--- src/rtl/lsu_pkg.sv ---
// Shared encodings for the load/store unit: access sizes, FSM states, byte-enable bases, funct3 codes.
// Pure declarations; no timing or flow-control content.
package lsu_pkg;

  localparam logic [1:0] SZ_B = 2'b00;
  localparam logic [1:0] SZ_H = 2'b01;
  localparam logic [1:0] SZ_W = 2'b10;
  localparam logic [1:0] SZ_X = 2'b11;

  localparam logic [3:0] BE_B = 4'b0001;
  localparam logic [3:0] BE_H = 4'b0011;
  localparam logic [3:0] BE_W = 4'b1111;

  localparam logic [2:0] LB  = 3'b000;
  localparam logic [2:0] LH  = 3'b001;
  localparam logic [2:0] LW  = 3'b010;
  localparam logic [2:0] LBU = 3'b100;
  localparam logic [2:0] LHU = 3'b101;
  localparam logic [2:0] SB  = 3'b000;
  localparam logic [2:0] SH  = 3'b001;
  localparam logic [2:0] SW  = 3'b010;

  typedef enum logic [1:0] {
    ST_IDLE = 2'd0,
    ST_BUS  = 2'd1,
    ST_RESP = 2'd2
  } state_e;

  // Illegal size or a half/word not naturally aligned within its word.
  function automatic logic access_bad(input logic [1:0] size, input logic [1:0] off);
    return (size == SZ_X) || ((size == SZ_H) && off[0]) || ((size == SZ_W) && (off != 2'b00));
  endfunction

endpackage

--- src/rtl/lsu_lane_align.sv ---
// Byte-lane steering: store byte enables and lane-replicated data, load shift-down and size mask.
// Purely combinational, zero latency, no flow control.
import lsu_pkg::*;

module lsu_lane_align (
  input  logic [1:0]  size,
  input  logic [1:0]  off,
  input  logic [31:0] st_data,
  input  logic [31:0] ld_word,
  output logic [3:0]  be,
  output logic [31:0] st_lanes,
  output logic [31:0] ld_data
);

  logic [31:0] shifted;

  always_comb begin
    shifted  = ld_word >> {off, 3'b000};
    be       = BE_W;
    st_lanes = st_data;
    ld_data  = shifted;
    case (size)
      SZ_B: begin
        be       = BE_B << off;
        st_lanes = {4{st_data[7:0]}};
        ld_data  = {24'h0, shifted[7:0]};
      end
      SZ_H: begin
        be       = BE_H << off;
        st_lanes = {2{st_data[15:0]}};
        ld_data  = {16'h0, shifted[15:0]};
      end
      default: ;
    endcase
  end

endmodule

--- src/rtl/load_store_unit.sv ---
// Single-outstanding load/store stage: IDLE -> BUS (until mem_ack or timeout) -> RESP one-cycle pulse; best case 2 cycles, error 1.
// req_ready only in IDLE; mem_* held stable while waiting on mem_ack.
import lsu_pkg::*;

module load_store_unit #(
  parameter int ADDR_W  = 32,
  parameter int TIMEOUT = 255
) (
  input  logic              clk,
  input  logic              reset,
  input  logic              req_valid,
  output logic              req_ready,
  input  logic              req_write,
  input  logic [ADDR_W-1:0] req_addr,
  input  logic [2:0]        req_funct3,
  input  logic [31:0]       req_wdata,
  output logic              rsp_valid,
  output logic [31:0]       rsp_rdata,
  output logic [2:0]        rsp_funct3,
  output logic              rsp_err,
  output logic              mem_req,
  output logic              mem_we,
  output logic [ADDR_W-1:0] mem_addr,
  output logic [3:0]        mem_be,
  output logic [31:0]       mem_wdata,
  input  logic              mem_ack,
  input  logic [31:0]       mem_rdata
);

  localparam int CNT_W = (TIMEOUT > 1) ? $clog2(TIMEOUT) : 1;
  localparam logic [CNT_W-1:0] TO_LAST = CNT_W'((TIMEOUT > 0) ? TIMEOUT - 1 : 0);

  state_e             state_q, state_d;
  logic               write_q, write_d;
  logic [ADDR_W-1:0]  addr_q, addr_d;
  logic [2:0]         funct3_q, funct3_d;
  logic [31:0]        wdata_q, wdata_d;
  logic [31:0]        rdata_q, rdata_d;
  logic               err_q, err_d;
  logic [CNT_W-1:0]   cnt_q, cnt_d;

  logic [3:0]  lane_be;
  logic [31:0] lane_wdata;
  logic [31:0] lane_rdata;
  logic        in_bus;
  logic        in_resp;

  lsu_lane_align u_align (
    .size     (funct3_q[1:0]),
    .off      (addr_q[1:0]),
    .st_data  (wdata_q),
    .ld_word  (mem_rdata),
    .be       (lane_be),
    .st_lanes (lane_wdata),
    .ld_data  (lane_rdata)
  );

  always_comb begin
    state_d  = state_q;
    write_d  = write_q;
    addr_d   = addr_q;
    funct3_d = funct3_q;
    wdata_d  = wdata_q;
    rdata_d  = rdata_q;
    err_d    = err_q;
    cnt_d    = cnt_q;
    case (state_q)
      ST_IDLE: begin
        if (req_valid) begin
          write_d  = req_write;
          addr_d   = req_addr;
          funct3_d = req_funct3;
          wdata_d  = req_wdata;
          rdata_d  = '0;
          cnt_d    = '0;
          if (access_bad(req_funct3[1:0], req_addr[1:0])) begin
            err_d   = 1'b1;
            state_d = ST_RESP;
          end else begin
            err_d   = 1'b0;
            state_d = ST_BUS;
          end
        end
      end
      ST_BUS: begin
        // Ack takes priority over a timeout expiring in the same cycle.
        if (mem_ack) begin
          rdata_d = write_q ? 32'h0 : lane_rdata;
          err_d   = 1'b0;
          state_d = ST_RESP;
        end else if ((TIMEOUT != 0) && (cnt_q == TO_LAST)) begin
          err_d   = 1'b1;
          state_d = ST_RESP;
        end else begin
          cnt_d = cnt_q + CNT_W'(1);
        end
      end
      ST_RESP: state_d = ST_IDLE;
      default: state_d = ST_IDLE;
    endcase
  end

  always_ff @(posedge clk or posedge reset) begin
    if (reset) begin
      state_q  <= ST_IDLE;
      write_q  <= 1'b0;
      addr_q   <= '0;
      funct3_q <= '0;
      wdata_q  <= '0;
      rdata_q  <= '0;
      err_q    <= 1'b0;
      cnt_q    <= '0;
    end else begin
      state_q  <= state_d;
      write_q  <= write_d;
      addr_q   <= addr_d;
      funct3_q <= funct3_d;
      wdata_q  <= wdata_d;
      rdata_q  <= rdata_d;
      err_q    <= err_d;
      cnt_q    <= cnt_d;
    end
  end

  // Outputs decode straight off the state register so reset clears them immediately.
  assign in_bus     = (state_q == ST_BUS);
  assign in_resp    = (state_q == ST_RESP);
  assign req_ready  = (state_q == ST_IDLE);
  assign mem_req    = in_bus;
  assign mem_we     = in_bus & write_q;
  assign mem_addr   = in_bus ? {addr_q[ADDR_W-1:2], 2'b00} : '0;
  assign mem_be     = in_bus ? lane_be : 4'h0;
  assign mem_wdata  = in_bus ? lane_wdata : 32'h0;
  assign rsp_valid  = in_resp;
  assign rsp_rdata  = in_resp ? rdata_q : 32'h0;
  assign rsp_funct3 = in_resp ? funct3_q : 3'h0;
  assign rsp_err    = in_resp & err_q;

endmodule

--- config.mk ---
export PLATFORM = sky130hd
export DESIGN_NAME = load_store_unit
export DESIGN_NICKNAME = d
export VERILOG_FILES = /design/src/rtl/lsu_pkg.sv /design/src/rtl/lsu_lane_align.sv /design/src/rtl/load_store_unit.sv
export SDC_FILE = /design/constraint.sdc
export NUM_CORES = 1
export LEC_CHECK = 0
export BUFFER_PORTS_ARGS = -buffer_cell sky130_fd_sc_hd__buf_2
export CAP_MARGIN = 20
export CORE_MARGIN = 5
export CORE_UTILIZATION = 45
export CTS_BUF_LIST = sky130_fd_sc_hd__clkbuf_8
export DETAILED_ROUTE_END_ITERATION = 6
export HOLD_SLACK_MARGIN = 0.06
export PLACE_DENSITY = 0.74
export SLEW_MARGIN = 0
export SYNTH_ARGS = -nofsm -noshare
export SYNTH_HDL_FRONTEND = slang
export SYNTH_SLANG_ARGS = --single-unit
--- constraint.sdc ---
create_clock -name clk -period 11.7 [get_ports clk]
set_input_delay 2.34 -clock clk [delete_from_list [all_inputs] [get_ports clk]]
set_output_delay 2.34 -clock clk [all_outputs]
set_load 0.01 [all_outputs]
## Word level (Yosys, flattened, before mapping)

Cells that the tools add are included.

| cells by class | value |
|---|---|
| add/sub/neg operators | 1 |
| multipliers | 0 |
| divide/modulo/power cells | 0 |
| magnitude comparators | 0 |
| eq/ne operators | 12 |
| shift operators | 3 |
| mux-type cells | 26 |
| bitwise logic cells | 2 |
| reductions and logical operators | 13 |

Operators with widths:

| cell | number |
|---|---|
| $mux 32 | 6 |
| $pmux 32 s2 | 3 |
| $shr 32x5->32 | 1 |
| $mux 8 | 3 |
| $pmux 8 s2 | 1 |
| $add 8x1->8 const B | 1 |
| $eq 8x8->1 const B | 1 |
| $mux 2 | 4 |
| $ne 2x2->1 const B | 4 |
| $pmux 4 s2 | 1 |
| $eq 2x1->1 const B | 3 |
| $eq 2x2->1 const B | 3 |
| $reduce_and 3->1 | 2 |
| $logic_not 2->1 | 2 |
| $mux 1 | 4 |
| $mux 4 | 1 |
| $pmux 2 s2 | 1 |
| $reduce_and 2->1 | 2 |
| $reduce_and 4->1 | 1 |
| $reduce_bool 2->1 | 2 |
| $shl 1x2->4 const A | 1 |
| $shl 2x2->4 const A | 1 |
| $mux 3 | 1 |
| $ne 3x2->1 const B | 1 |
| 4 further kinds | 7 |

| storage, ports and cells | value |
|---|---|
| register bits | 111 |
| latch bits | 0 |
| bits in writable memories | 0 |
| memory bits (read-only) | 0 |
| input port bits | 104 |
| output and inout port bits | 108 |
| logic and storage cells | 65 |
| memories kept | 0 |

## Logic depth before layout (Yosys ltp)

Gate-level depths: netlist of the first run.

| depth | value |
|---|---|
| depth in word-level cells | 7 |
| depth in mapped cells | 7 |
| mapped depth without buffers | 6 |

## By module

From an unflattened synthesis of the first run, not the netlist that was laid out.

| second synthesis, totals | value |
|---|---|
| cell total of the unflattened synthesis | 767 |
| area, all modules | 6393.6 sq um |

By module, submodules not included:

| module | instances | cells an instance | area an instance (sq um) | sequential area each (sq um) |
|---|---|---|---|---|
| load_store_unit | 1 | 612 | 5195.0 | 2777.7 |
| lsu_lane_align | 1 | 155 | 1198.6 | 0.0 |

## Least setup slack after synthesis of the first run

Ideal clock, no wire load.

| timing path | value |
|---|---|
| path kind | reg-to-output |
| start point | register state_q[0] |
| end point | output mem_wdata[21] |
| arrival | 1.353 ns |
| required time | 9.360 ns |
| path slack | 8.007 ns |
| cell stages (with the launch flop) | 6 |
| buffers on the path | 3 |
| cells stage by stage | dfrtp_1 -> buf_4 -> nand2b_1 -> clkbuf_1 -> buf_1 -> nor2_1 |

| on the way | value |
|---|---|
| longest elaborated chain between the ends | 2 |

Ends and longest elaborated chain:

| element | line | text |
|---|---|---|
| start, declared | load_store_unit.sv:33 | `state_e state_q, state_d;` |
| start signal, assigned | load_store_unit.sv:114 | `state_q <= state_d;` |
| $eq 2x1->1 | load_store_unit.sv:126 | `assign in_bus = (state_q == ST_BUS);` |
| $mux 32 | load_store_unit.sv:133 | `assign mem_wdata = in_bus ? lane_wdata : 32'h0;` |
| end, declared | load_store_unit.sv:25 | `output logic [31:0] mem_wdata,` |

No other way between the ends.

## Final worst setup path of the first run

| timing path | value |
|---|---|
| start point | register state_q[1] |
| end point | output mem_wdata[2] |

The elaborated chain is that of the path after synthesis.

==> results of run 1 <==
cells by family after synthesis:
| family | count (synthesis) | share of synthesized area |
|---|---|---|
| other cells | 1 | 0.000648 |
| fa+ha+maj | 2 | 0.00432 |
| buf+inv | 54 | 0.0420 |
| simple gates | 390 | 0.307 |
| flops | 111 | 0.480 |
| compound gates | 88 | 0.104 |
| mux | 34 | 0.0588 |
| xor+xnor | 2 | 0.00303 |
layout make-up:
| class | instances | share of cell area |
|---|---|---|
| well taps | 172 | 0.0303 |
| clock buffers | 10 | 0.0194 |
| inverters | 5 | 0.00299 |
| diodes | 2 | 0.000704 |
| multi-input cells | 518 | 0.390 |
| flip-flops and latches | 111 | 0.391 |
| clock inverters | 4 | 0.00775 |
| repair buffers | 218 | 0.158 |
worst reg2reg max path, stage by stage (launching register included):
cell and delay, ns:
dfrtp_1 0.48, nor2_1 0.26, and2_2 0.63, buf_4 0.51, nor2_1 0.13, o31ai_1 0.19
layout by cell type, fill, tap and decap left out, types with 2 or more instances in the layout:
cell type and count:
a21oi_1 25, mux2i_1 34, o211ai_1 3, a32o_1 8, a22o_1 16, nand2_1 245, or4_1 2, nor2_1 32
buf_2 209, conb_1 2, nor3_1 5, nand4_1 2, nand3_1 4, buf_4 8, o21ai_0 19, xor2_1 2
dfrtp_1 111, ha_1 2, or2_2 2, o31ai_1 4, and2_1 75, and3_1 2, inv_1 4, a211o_1 8
diode_2 2, clkbuf_8 10, nor2b_1 10
worst max-delay path by stage:
stage                           start  slack (ns)               endpoint
2_1_floorplan                   reset        6.43  addr_q[0]$_DFFE_PP0P_
3_3_place_gp   state_q[1]$_DFFE_PP0P_        7.45           mem_wdata[4]
3_5_place_dp   state_q[1]$_DFFE_PP0P_        7.32           mem_wdata[2]
4_1_cts        state_q[1]$_DFFE_PP0P_        6.94           mem_wdata[2]
5_1_grt        state_q[1]$_DFFE_PP0P_        6.74           mem_addr[28]
6_report       state_q[1]$_DFFE_PP0P_        6.94           mem_wdata[2]
flip-flops by register name, indices dropped and copies added, names as in the netlist:
| register | count |
|---|---|
| addr_q | 32 |
| cnt_q | 8 |
| err_q | 1 |
| funct3_q | 3 |
| rdata_q | 32 |
| state_q | 2 |
| wdata_q | 32 |
| write_q | 1 |
power breakdown:
part | internal [uW] | switching (uW)
clock network | 104 | 130
logic | 183 | 277
registers | 487 | 87.0
layer usage:
layer  vias up  share of wire
li1       2566              -
met1      2422           0.44
met2       193           0.47
met3        12          0.081
met4         2         0.0090
met5         -        0.00080
metrics by stage:
| stage | cells | hold WS, ns | instance area, um^2 |
|---|---|---|---|
| 2_1_floorplan | 683 | 0.437 | 5790 |
| 3_3_place_gp | 1023 | 0.451 | 6900 |
| 3_5_place_dp | 1023 | 0.454 | 6900 |
| 4_1_cts | 1037 | 0.479 | 7090 |
| 5_1_grt | 1039 | 0.497 | 7110 |
| 6_report | 1040 | 0.475 | 7110 |
==> run metrics, run 1 <==
count of cells resized by post-cts repair=0; final setup slack of the worst path=6.94 ns; clock-pin slew reported for the worst setup and hold paths after clock tree synthesis=0.10 ns; class of the most critical setup path=reg2out; clk_lat worst skew=0.37 ns; GRT Resource Usage Total=0.215; Avg Vias per Cell=5.00; fraction of synthesis flops using an asynchronous set or reset pin=1.00; Worst Max-Slew Pin Slew=1.01 ns; GRT met2 Usage=0.353; number of synthesized flops with an enable pin=0; end of the worst register-to-register path=cnt_q[1]$_DFFE_PP0P_; Hold Crit Class=reg2reg; area of combinational cells with multiple inputs=0.00278 mm^2; number of vias after detailed routing=5195; PortBufs=209; met1 Usage GRT=0.284; number of hold buffers added after CTS=0; fraction of the core area covered by cells at the end of the flow=0.563; outcome=finished clean; max_cap viols=0; Congestion Overflow GR=0; routability congestion estimate from global placement=0.810; critical path buffer and inverter count=3; violation count after the first detailed-route iteration=451; # fillers=1225; number of ports placed on the die boundary=212; setup fix buffers added after clock tree synthesis=0; combined area of all synthesized cells=0.00579 mm^2; data required time at the worst endpoint=9.36 ns; power density of the placed cells=178 mW/mm^2; slack of the worst reg-to-reg path=9.42 ns; Crit path max-delay family=buffers and inverters; clock sink count=111; startpoint of the worst-slack reg-to-reg timing path=state_q[0]$_DFFE_PP0P_; Tmin final=4.76 ns; setup repair after global routing missed its margin=false; area added between synthesis and finish=22.9%; ratio of cells with drive above 1 in the final layout=0.282; half-perimeter wire length after placement=11.8 mm; Num CTS Buffers=9; worst vdd rail ir drop=89.3 uV; fin crit share=0.407; pin count of the biggest net entering global routing=62; Synth Register Bits=111; dominant cell type by area after synthesis=dfrtp_1; synth top area cells=dfrtp_1 (48%), nand2_1 (16%), and2_1 (8.2%), mux2i_1 (5.9%), a22o_1 (2.4%); count of cell instances traversed by the critical path=5; count of cells along the worst hold path=2; final number of hold-violating endpoints=0; max-slew violation count=0; CTS tree=built; clock tree root driver cell=clkbuf_8; number of antenna violations at the first check in global routing=2; CTS H-tree depth=3; First-pass DRT Iterations=4; cells after synthesis=682; peak-usage layer in the global routing report=met2; combined flip-flop and latch cell area=0.00278 mm^2; wire length of the first global-routing pass=25.9 mm; Static Leak=0.00394 uW; number of nets in the finished design=969; Post-Syn Area per Cell=8.48 um^2; series of cell instances along the critical path=nand2b_1, buf_4, inv_1, and2_1, buf_2; final total negative setup slack=0 ns; FP Rows=41; detailed-route wire length=16.4 mm; upper clock frequency limit=210 MHz; floorplan die area=0.0152 mm^2; endpoint kind of the worst setup timing path=output pin; sink of the worst hold path=addr_q[21]$_DFFE_PP0P_; final setup violating endpoints=0; x dimension of the die=123 um; final clock skew=0.0171 ns; die height=123 um; headroom to the max-slew limit=0.328; share of the synthesized area in the top cell type=0.480; largest stage delay on the critical path=0.76 ns; routed length per placed instance=15.7 um; Core Region=0.0126 mm^2; PnR Total Power=1270 uW; number of warnings issued by yosys=0; Commonest cells post-synth=nand2_1 (246), dfrtp_1 (111), and2_1 (76); Residual DRC=0; Critical Path Fanout Max=41; vias in the first global route=5056; Slowest-stage cell, CP=inv_1; Primary FF master, synth=dfrtp_1; met3 routing resource usage after global routing=0.0586; Placement Setup Slack=7.32 ns; effective utilization at floorplan=0.458; count of cell types in the netlist=41; critical path arrival=2.42 ns; hold path startpoint=addr_q[21]$_DFFE_PP0P_; startpoint type of the worst setup path=flop; most frequent cell after synthesis=nand2_1; depth of the worst register-to-register path=5; clk buf depth=2; number of nets with antenna violations after routing=0; fraction of the yosys area taken by sequential cells=0.480
Power figures use the tool's default switching activity.
==> inputs of run 2 (changes only) <==
--- a/config.mk
+++ b/config.mk
@@ -12,7 +12,7 @@
 export CTS_BUF_LIST = sky130_fd_sc_hd__clkbuf_8
 export DETAILED_ROUTE_END_ITERATION = 6
 export HOLD_SLACK_MARGIN = 0.06
-export PLACE_DENSITY = 0.74
+export PLACE_DENSITY = 0.77
 export SLEW_MARGIN = 0
 export SYNTH_ARGS = -nofsm -noshare
 export SYNTH_HDL_FRONTEND = slang
==> constraint.sdc (replaced) <==
create_clock -name clk -period 4.15 [get_ports clk]
set_input_delay 0.83 -clock clk [delete_from_list [all_inputs] [get_ports clk]]
set_output_delay 0.83 -clock clk [all_outputs]
set_load 0.01 [all_outputs]
==> run 2 against run 1 <==
  * Sequential power rose to 2.8 times the previous value
  * Power increased to 2.9 times the previous value
  * Design area rose by 0.76%
  * Clock power rose to 3.0 times the previous value
  * First-iteration DRC count is 13% lower
  * Setup slack lost 5.8 ns
  * Die area is the same
  * Via count rose by 2.3%
  * Clock skew hardly changed
  * Critical path depth down 1
  * Flip-flop and latch count is the same
  * Wire length is 1.9% higher
==> run metrics, run 2 (synthesized netlist as in run 1, its figures left out) <==
clock tree root driver cell=clkbuf_8; max-slew violation count=0 (unchanged); ratio of cells with drive above 1 in the final layout=0.284 (+0.00215); commonest cells after routing, fill and taps aside=nand2_1 (245), buf_2 (209), dfrtp_1 (111); CTS tree=built; pin count of the biggest net entering global routing=57 (-8.1%); detailed-route wire length=16.7 mm (+1.9%); class of the most critical setup path=reg2out; Core Region=0.0126 mm^2 (unchanged); GRT Resource Usage Total=0.216 (+0.00111); sink of the worst hold path=addr_q[24]$_DFFE_PP0P_; Critical Path Fanout Max=15 (-63%); data required time at the worst endpoint=3.32 ns (-6.04 ns); FP Rows=41 (unchanged); final clock skew=0.0169 ns (-0.000263 ns); clock sink count=111 (unchanged); Residual DRC=0 (unchanged); number of nets with antenna violations after routing=0 (unchanged); # fillers=1180 (-3.7%); count of cells along the worst hold path=2 (unchanged); critical path arrival=2.18 ns (-0.24 ns); clk buf depth=2 (unchanged); final number of hold-violating endpoints=0 (unchanged); clk_lat worst skew=0.39 ns (+0.02 ns); violation count after the first detailed-route iteration=392 (-13%); total non-filler cell area in the finished layout=0.00716 mm^2 (+0.76%); Hold Worst Slack=0.478 ns (+0.00253 ns); final total negative setup slack=0 ns (unchanged); number of nets in the finished design=971 (+0.21%); x dimension of the die=123 um (unchanged); number of hold buffers added after CTS=0 (unchanged); wire length of the first global-routing pass=25.8 mm (-0.42%); registers with the most flip-flops=addr_q: 32 flops, rdata_q: 32 flops, wdata_q: 32 flops; slack of the worst reg-to-reg path=1.90 ns (-7.52 ns); area added between synthesis and finish=23.8%; most common cell after layout, fill and taps aside=nand2_1; depth of the worst register-to-register path=5 (unchanged); startpoint of the worst-slack reg-to-reg timing path=state_q[0]$_DFFE_PP0P_; setup fix buffers added after clock tree synthesis=0 (unchanged); headroom to the max-slew limit=0.339 (+0.0107); worst vdd rail ir drop=293 uV (+230%); vias in the first global route=5124 (+1.3%); power density of the placed cells=510 mW/mm^2 (+190%); fin crit share=0.725; floorplan die area=0.0152 mm^2 (unchanged); final setup slack of the worst path=1.14 ns (-5.80 ns); Placement Setup Slack=1.49 ns (-5.83 ns); Worst Max-Slew Pin Slew=0.992 ns (-0.0149 ns); hold path startpoint=addr_q[24]$_DFFE_PP0P_; PortBufs=209 (unchanged); First-pass DRT Iterations=5 (+1); placed cell areas=0.00692 mm^2 (+0.29%); clock-pin slew reported for the worst setup and hold paths after clock tree synthesis=0.12 ns (+0.02 ns); upper clock frequency limit=332 MHz; effective utilization at floorplan=0.458 (unchanged); max_cap viols=0 (unchanged); end of the worst register-to-register path=addr_q[15]$_DFFE_PP0P_; routability congestion estimate from global placement=0.890 (+9.8%); Static Leak=0.00398 uW (+0.96%); Avg Vias per Cell=5.10 (+2.1%); setup repair after global routing missed its margin=false; outcome=finished clean; count of cells resized by post-cts repair=0 (unchanged); number of antenna cells inserted=0 (-2); CTS H-tree depth=3 (unchanged); number of antenna violations at the first check in global routing=1 (-1); half-perimeter wire length after placement=11.7 mm (-1.1%); die height=123 um (unchanged); Tmin final=3.01 ns; endpoint kind of the worst setup timing path=output pin; startpoint type of the worst setup path=flop; routed length per placed instance=16.0 um (+1.7%); Hold Crit Class=reg2reg; number of vias after detailed routing=5312 (+2.3%); final setup violating endpoints=0 (unchanged); Congestion Overflow GR=0 (unchanged); number of ports placed on the die boundary=212 (unchanged); Num CTS Buffers=9 (unchanged)
run 2: changes by cell type in the layout (fill, tap and decap cells not counted), sizes merged:
| cell | before | now |
|---|---|---|
| inv | 6 | 11 |
| buf | 218 | 220 |
| diode | 2 | 0 |
| clkbuf | 10 | 9 |
| clkinv | 1 | 0 |
| clkinvlp | 1 | 0 |
run 2: cell type report:
class	instances	area, um^2	area share
tap	172	215	0.0300
multi-input combinational	518	2780	0.387
inverter	5	21.3	0.00297
clock buffer	9	124	0.0173
clock inverter	7	87.6	0.0122
timing repair buffer	220	1160	0.162
sequential	111	2780	0.388
run 2: through the flow:
stage	total power, uW	utilization	instances
after CTS	3670	0.565	1040
final	3650	0.568	1042
after detailed placement	2950	0.548	1024
after floorplan	2510	-	683
after global placement	2930	0.548	1024
after global routing	3920	0.568	1042
run 2: how the worst max path moves through the flow:
| stage | from | endpoint | slack, ns | cells past startpoint |
|---|---|---|---|---|
| after floorplan | reset | addr_q[0]$_DFFE_PP0P_ | 0.39 | 1 |
| final | funct3_q[0]$_DFFE_PP0P_ | mem_wdata[11] | 1.14 | 4 |
| after CTS | state_q[1]$_DFFE_PP0P_ | rsp_rdata[14] | 1.02 | 3 |
| after global routing | funct3_q[0]$_DFFE_PP0P_ | mem_wdata[14] | 0.98 | 4 |
| after global placement | state_q[1]$_DFFE_PP0P_ | rsp_funct3[0] | 1.53 | 3 |
| after detailed placement | state_q[1]$_DFFE_PP0P_ | rsp_rdata[14] | 1.49 | 3 |
run 2: worst max-delay path: stages (launching register included):
cell     delay, ns
dfrtp_1       0.61
nor2_1        0.74
nand2_1       0.12
a21oi_1       0.16
buf_2         0.16
run 2: power by group:
group	switching (uW)	total (uW)	leakage (uW)	internal, uW
sequential	260	1630	0.00143	1370
clock	414	711	0.000113	297
combinational	783	1310	0.00243	527
run 2: metal layers:
| layer | vias to the layer above | GRT usage | routed length, um |
|---|---|---|---|
| met4 | 2 | 0.0803 | 392 |
| met1 | 2473 | 0.276 | 6990 |
| met5 | - | 0 | 19 |
| met2 | 228 | 0.351 | 7720 |
| li1 | 2571 | - | - |
| met3 | 38 | 0.0613 | 1540 |
==> inputs of run 3 (changes only) <==
==> constraint.sdc (replaced) <==
create_clock -name clk -period 2.43 [get_ports clk]
set_input_delay 0.486 -clock clk [delete_from_list [all_inputs] [get_ports clk]]
set_output_delay 0.486 -clock clk [all_outputs]
set_load 0.01 [all_outputs]
==> run 3 against run 2 <==
  * Worst hold slack worse by 0.30 ns
  * Register-to-register slack got worse by 1.3 ns
  * Largest cell class unchanged
  * Critical path type unchanged
  * Setup slack got worse by 0.95 ns
  * Combinational power grew 71%
  * Largest power group unchanged
  * Design area about the same
==> run metrics, run 3 (synthesized netlist as in run 1, its figures left out) <==
combinational power share=0.361 (+0.002); Worst Max-Slew Pin Slew=0.693 ns (-0.299 ns); Tmin final=2.24 ns; wire length of the first global-routing pass=26.0 mm (+0.69%); floorplan die area=0.0152 mm^2 (unchanged); effective utilization at floorplan=0.458 (unchanged); detailed-route wire length=16.4 mm (-1.3%); power density of the placed cells=865 mW/mm^2 (+70%); outcome=finished clean; upper clock frequency limit=446 MHz; routed length per placed instance=15.7 um (-1.6%); Num CTS Buffers=9 (unchanged); x dimension of the die=123 um (unchanged); commonest cells after routing, fill and taps aside=nand2_1 (245), buf_2 (209), dfrtp_1 (110); max_cap viols=0 (unchanged); portion of total power attributed to sequential cells=0.457 (+0.010); pin count of the biggest net entering global routing=112 (+96%); Inst Count DP=1029 (+0.49%); switching portion of total power=0.397 (-0.00200); number of hold buffers added after CTS=0 (unchanged); GRT Resource Usage Total=0.220 (+0.00312); PortBufs=209 (unchanged); internal power summed over all cells=3740 uW (+70%); clock sink count=111 (unchanged); final clock skew=0.0106 ns (-0.00624 ns); PnR Total Power=6200 uW (+70%); area added between synthesis and finish=23.9% (about the same); half-perimeter wire length after placement=11.7 mm (+0.29%); final number of hold-violating endpoints=0 (unchanged); endpoint kind of the worst setup timing path=output pin; class of the most critical setup path=reg2out; area of combinational cells with multiple inputs=0.00278 mm^2 (unchanged); fin crit share=0.922; data required time at the worst endpoint=1.94 ns (-1.38 ns); Hold Crit Class=in2async; clk_lat worst skew=0.39 ns (about the same); worst vdd rail ir drop=458 uV (+56%); Hold Worst Slack=0.174 ns (-0.304 ns); violation count after the first detailed-route iteration=426 (+8.7%); most common cell after layout, fill and taps aside=nand2_1; CTS tree=built; FP Rows=41 (unchanged); Avg Vias per Cell=5.05 (-1.0%); number of ports placed on the die boundary=212 (unchanged); clk buf depth=2 (unchanged); ratio of cells with drive above 1 in the final layout=0.288 (+0.00361); routability congestion estimate from global placement=0.857 (-3.7%); critical path arrival=1.76 ns (-0.42 ns); number of nets with antenna violations after routing=0 (unchanged); die height=123 um (unchanged); Sw Pwr=2460 uW (+69%); final std cells w/o fill=1045 (+0.29%); clock tree root driver cell=clkbuf_8; startpoint type of the worst setup path=flop; final setup violating endpoints=0 (unchanged); max-slew violation count=0 (unchanged); Critical Path Fanout Max=41 (+26); final total negative setup slack=0 ns (unchanged); First-pass DRT Iterations=5 (unchanged); Congestion Overflow GR=0 (unchanged); Static Leak=0.00396 uW (-0.33%); share of power burned in the clock network=0.183 (-0.012); fraction of the core area covered by cells at the end of the flow=0.568 (about the same); registers with the most flip-flops=addr_q: 32 flops, rdata_q: 32 flops, wdata_q: 32 flops; Residual DRC=0 (unchanged); headroom to the max-slew limit=0.538 (+0.199); number of antenna violations at the first check in global routing=0 (-1); number of vias after detailed routing=5273 (-0.73%); vias in the first global route=5128 (+0.078%); clock-pin slew reported for the worst setup and hold paths after clock tree synthesis=0.11 ns (about the same); setup repair after global routing missed its margin=false; combined flip-flop and latch cell area=0.00278 mm^2 (about the same); # fillers=1194 (+1.2%); Core Region=0.0126 mm^2 (unchanged); number of antenna cells inserted=0 (unchanged); CTS H-tree depth=3 (unchanged); number of nets in the finished design=974 (+0.31%)
[run 3: cell count changes in the layout (fill, tap and decap cells not counted), sizes merged]
| cell | delta |
|---|---|
| buf | +3 |
| clkinv | +1 |
| clkinvlp | +4 |
| inv | -5 |
[run 3: worst paths after layout]
| kind | startpoint | endpoint | slack, ns | depth (start not counted) |
|---|---|---|---|---|
| worst min register to register | addr_q[21]$_DFFE_PP0P_ | addr_q[21]$_DFFE_PP0P_ | 0.48 | 2 |
| worst max register to register | state_q[1]$_DFFE_PP0P_ | rdata_q[29]$_DFFE_PP0P_ | 0.61 | 4 |
| min in group clk | req_wdata[5] | wdata_q[5]$_DFFE_PP0P_ | 0.28 | 3 |
| worst max-delay path | state_q[1]$_DFFE_PP0P_ | mem_addr[26] | 0.19 | 5 |
| worst min-delay path | reset | rdata_q[16]$_DFFE_PP0P_ | 0.17 | 3 |
| max in group asynchronous | reset | wdata_q[25]$_DFFE_PP0P_ | 1.68 | 3 |
[run 3: what timing repair did]
item                       4_1_cts  5_1_grt
setup buffers                    0        0
gates resized for setup          0        1
setup endpoints to repair        0        4
[run 3: layout make-up]
cell class              instances  area share
flip-flops and latches        111       0.388
repair buffers                223       0.164
clock buffers                   9      0.0173
multi-input cells             518       0.387
clock inverters                 7      0.0103
inverters                       5     0.00314
well taps                     172      0.0300
[run 3: routing by layer]
layer  global-route usage  vias to the layer above  share of wire
li1                     -                     2583              -
met1                0.279                     2473           0.42
met2                0.360                      192           0.47
met3               0.0631                       25          0.088
met4               0.0734                        0          0.016
met5                    0                        -              0
[run 3: power groups by stage]
stage | Clock, uW | Sequential, uW | Combinational [uW]
detailed placement | 0 | 2860 | 2250
global route | 1240 | 2900 | 2520
global placement | 0 | 2860 | 2200
floorplan | 0 | 2600 | 1690
CTS | 1160 | 2830 | 2260
finish | 1130 | 2830 | 2240
[run 3: critical path: stages (launching register included)]
cell and delay, ns:
dfrtp_1 0.49, nand2b_1 0.20, inv_1 0.06, buf_4 0.29
and2_1 0.18, buf_2 0.13
[run 3: metrics by stage]
step | setup slack (ns) | cell area (um^2)
2_1_floorplan | 0.591 | 5790
3_3_place_gp | 0.592 | 6970
3_5_place_dp | 0.540 | 6970
4_1_cts | 0.120 | 7160
5_1_grt | 0.0355 | 7170
6_report | 0.189 | 7170
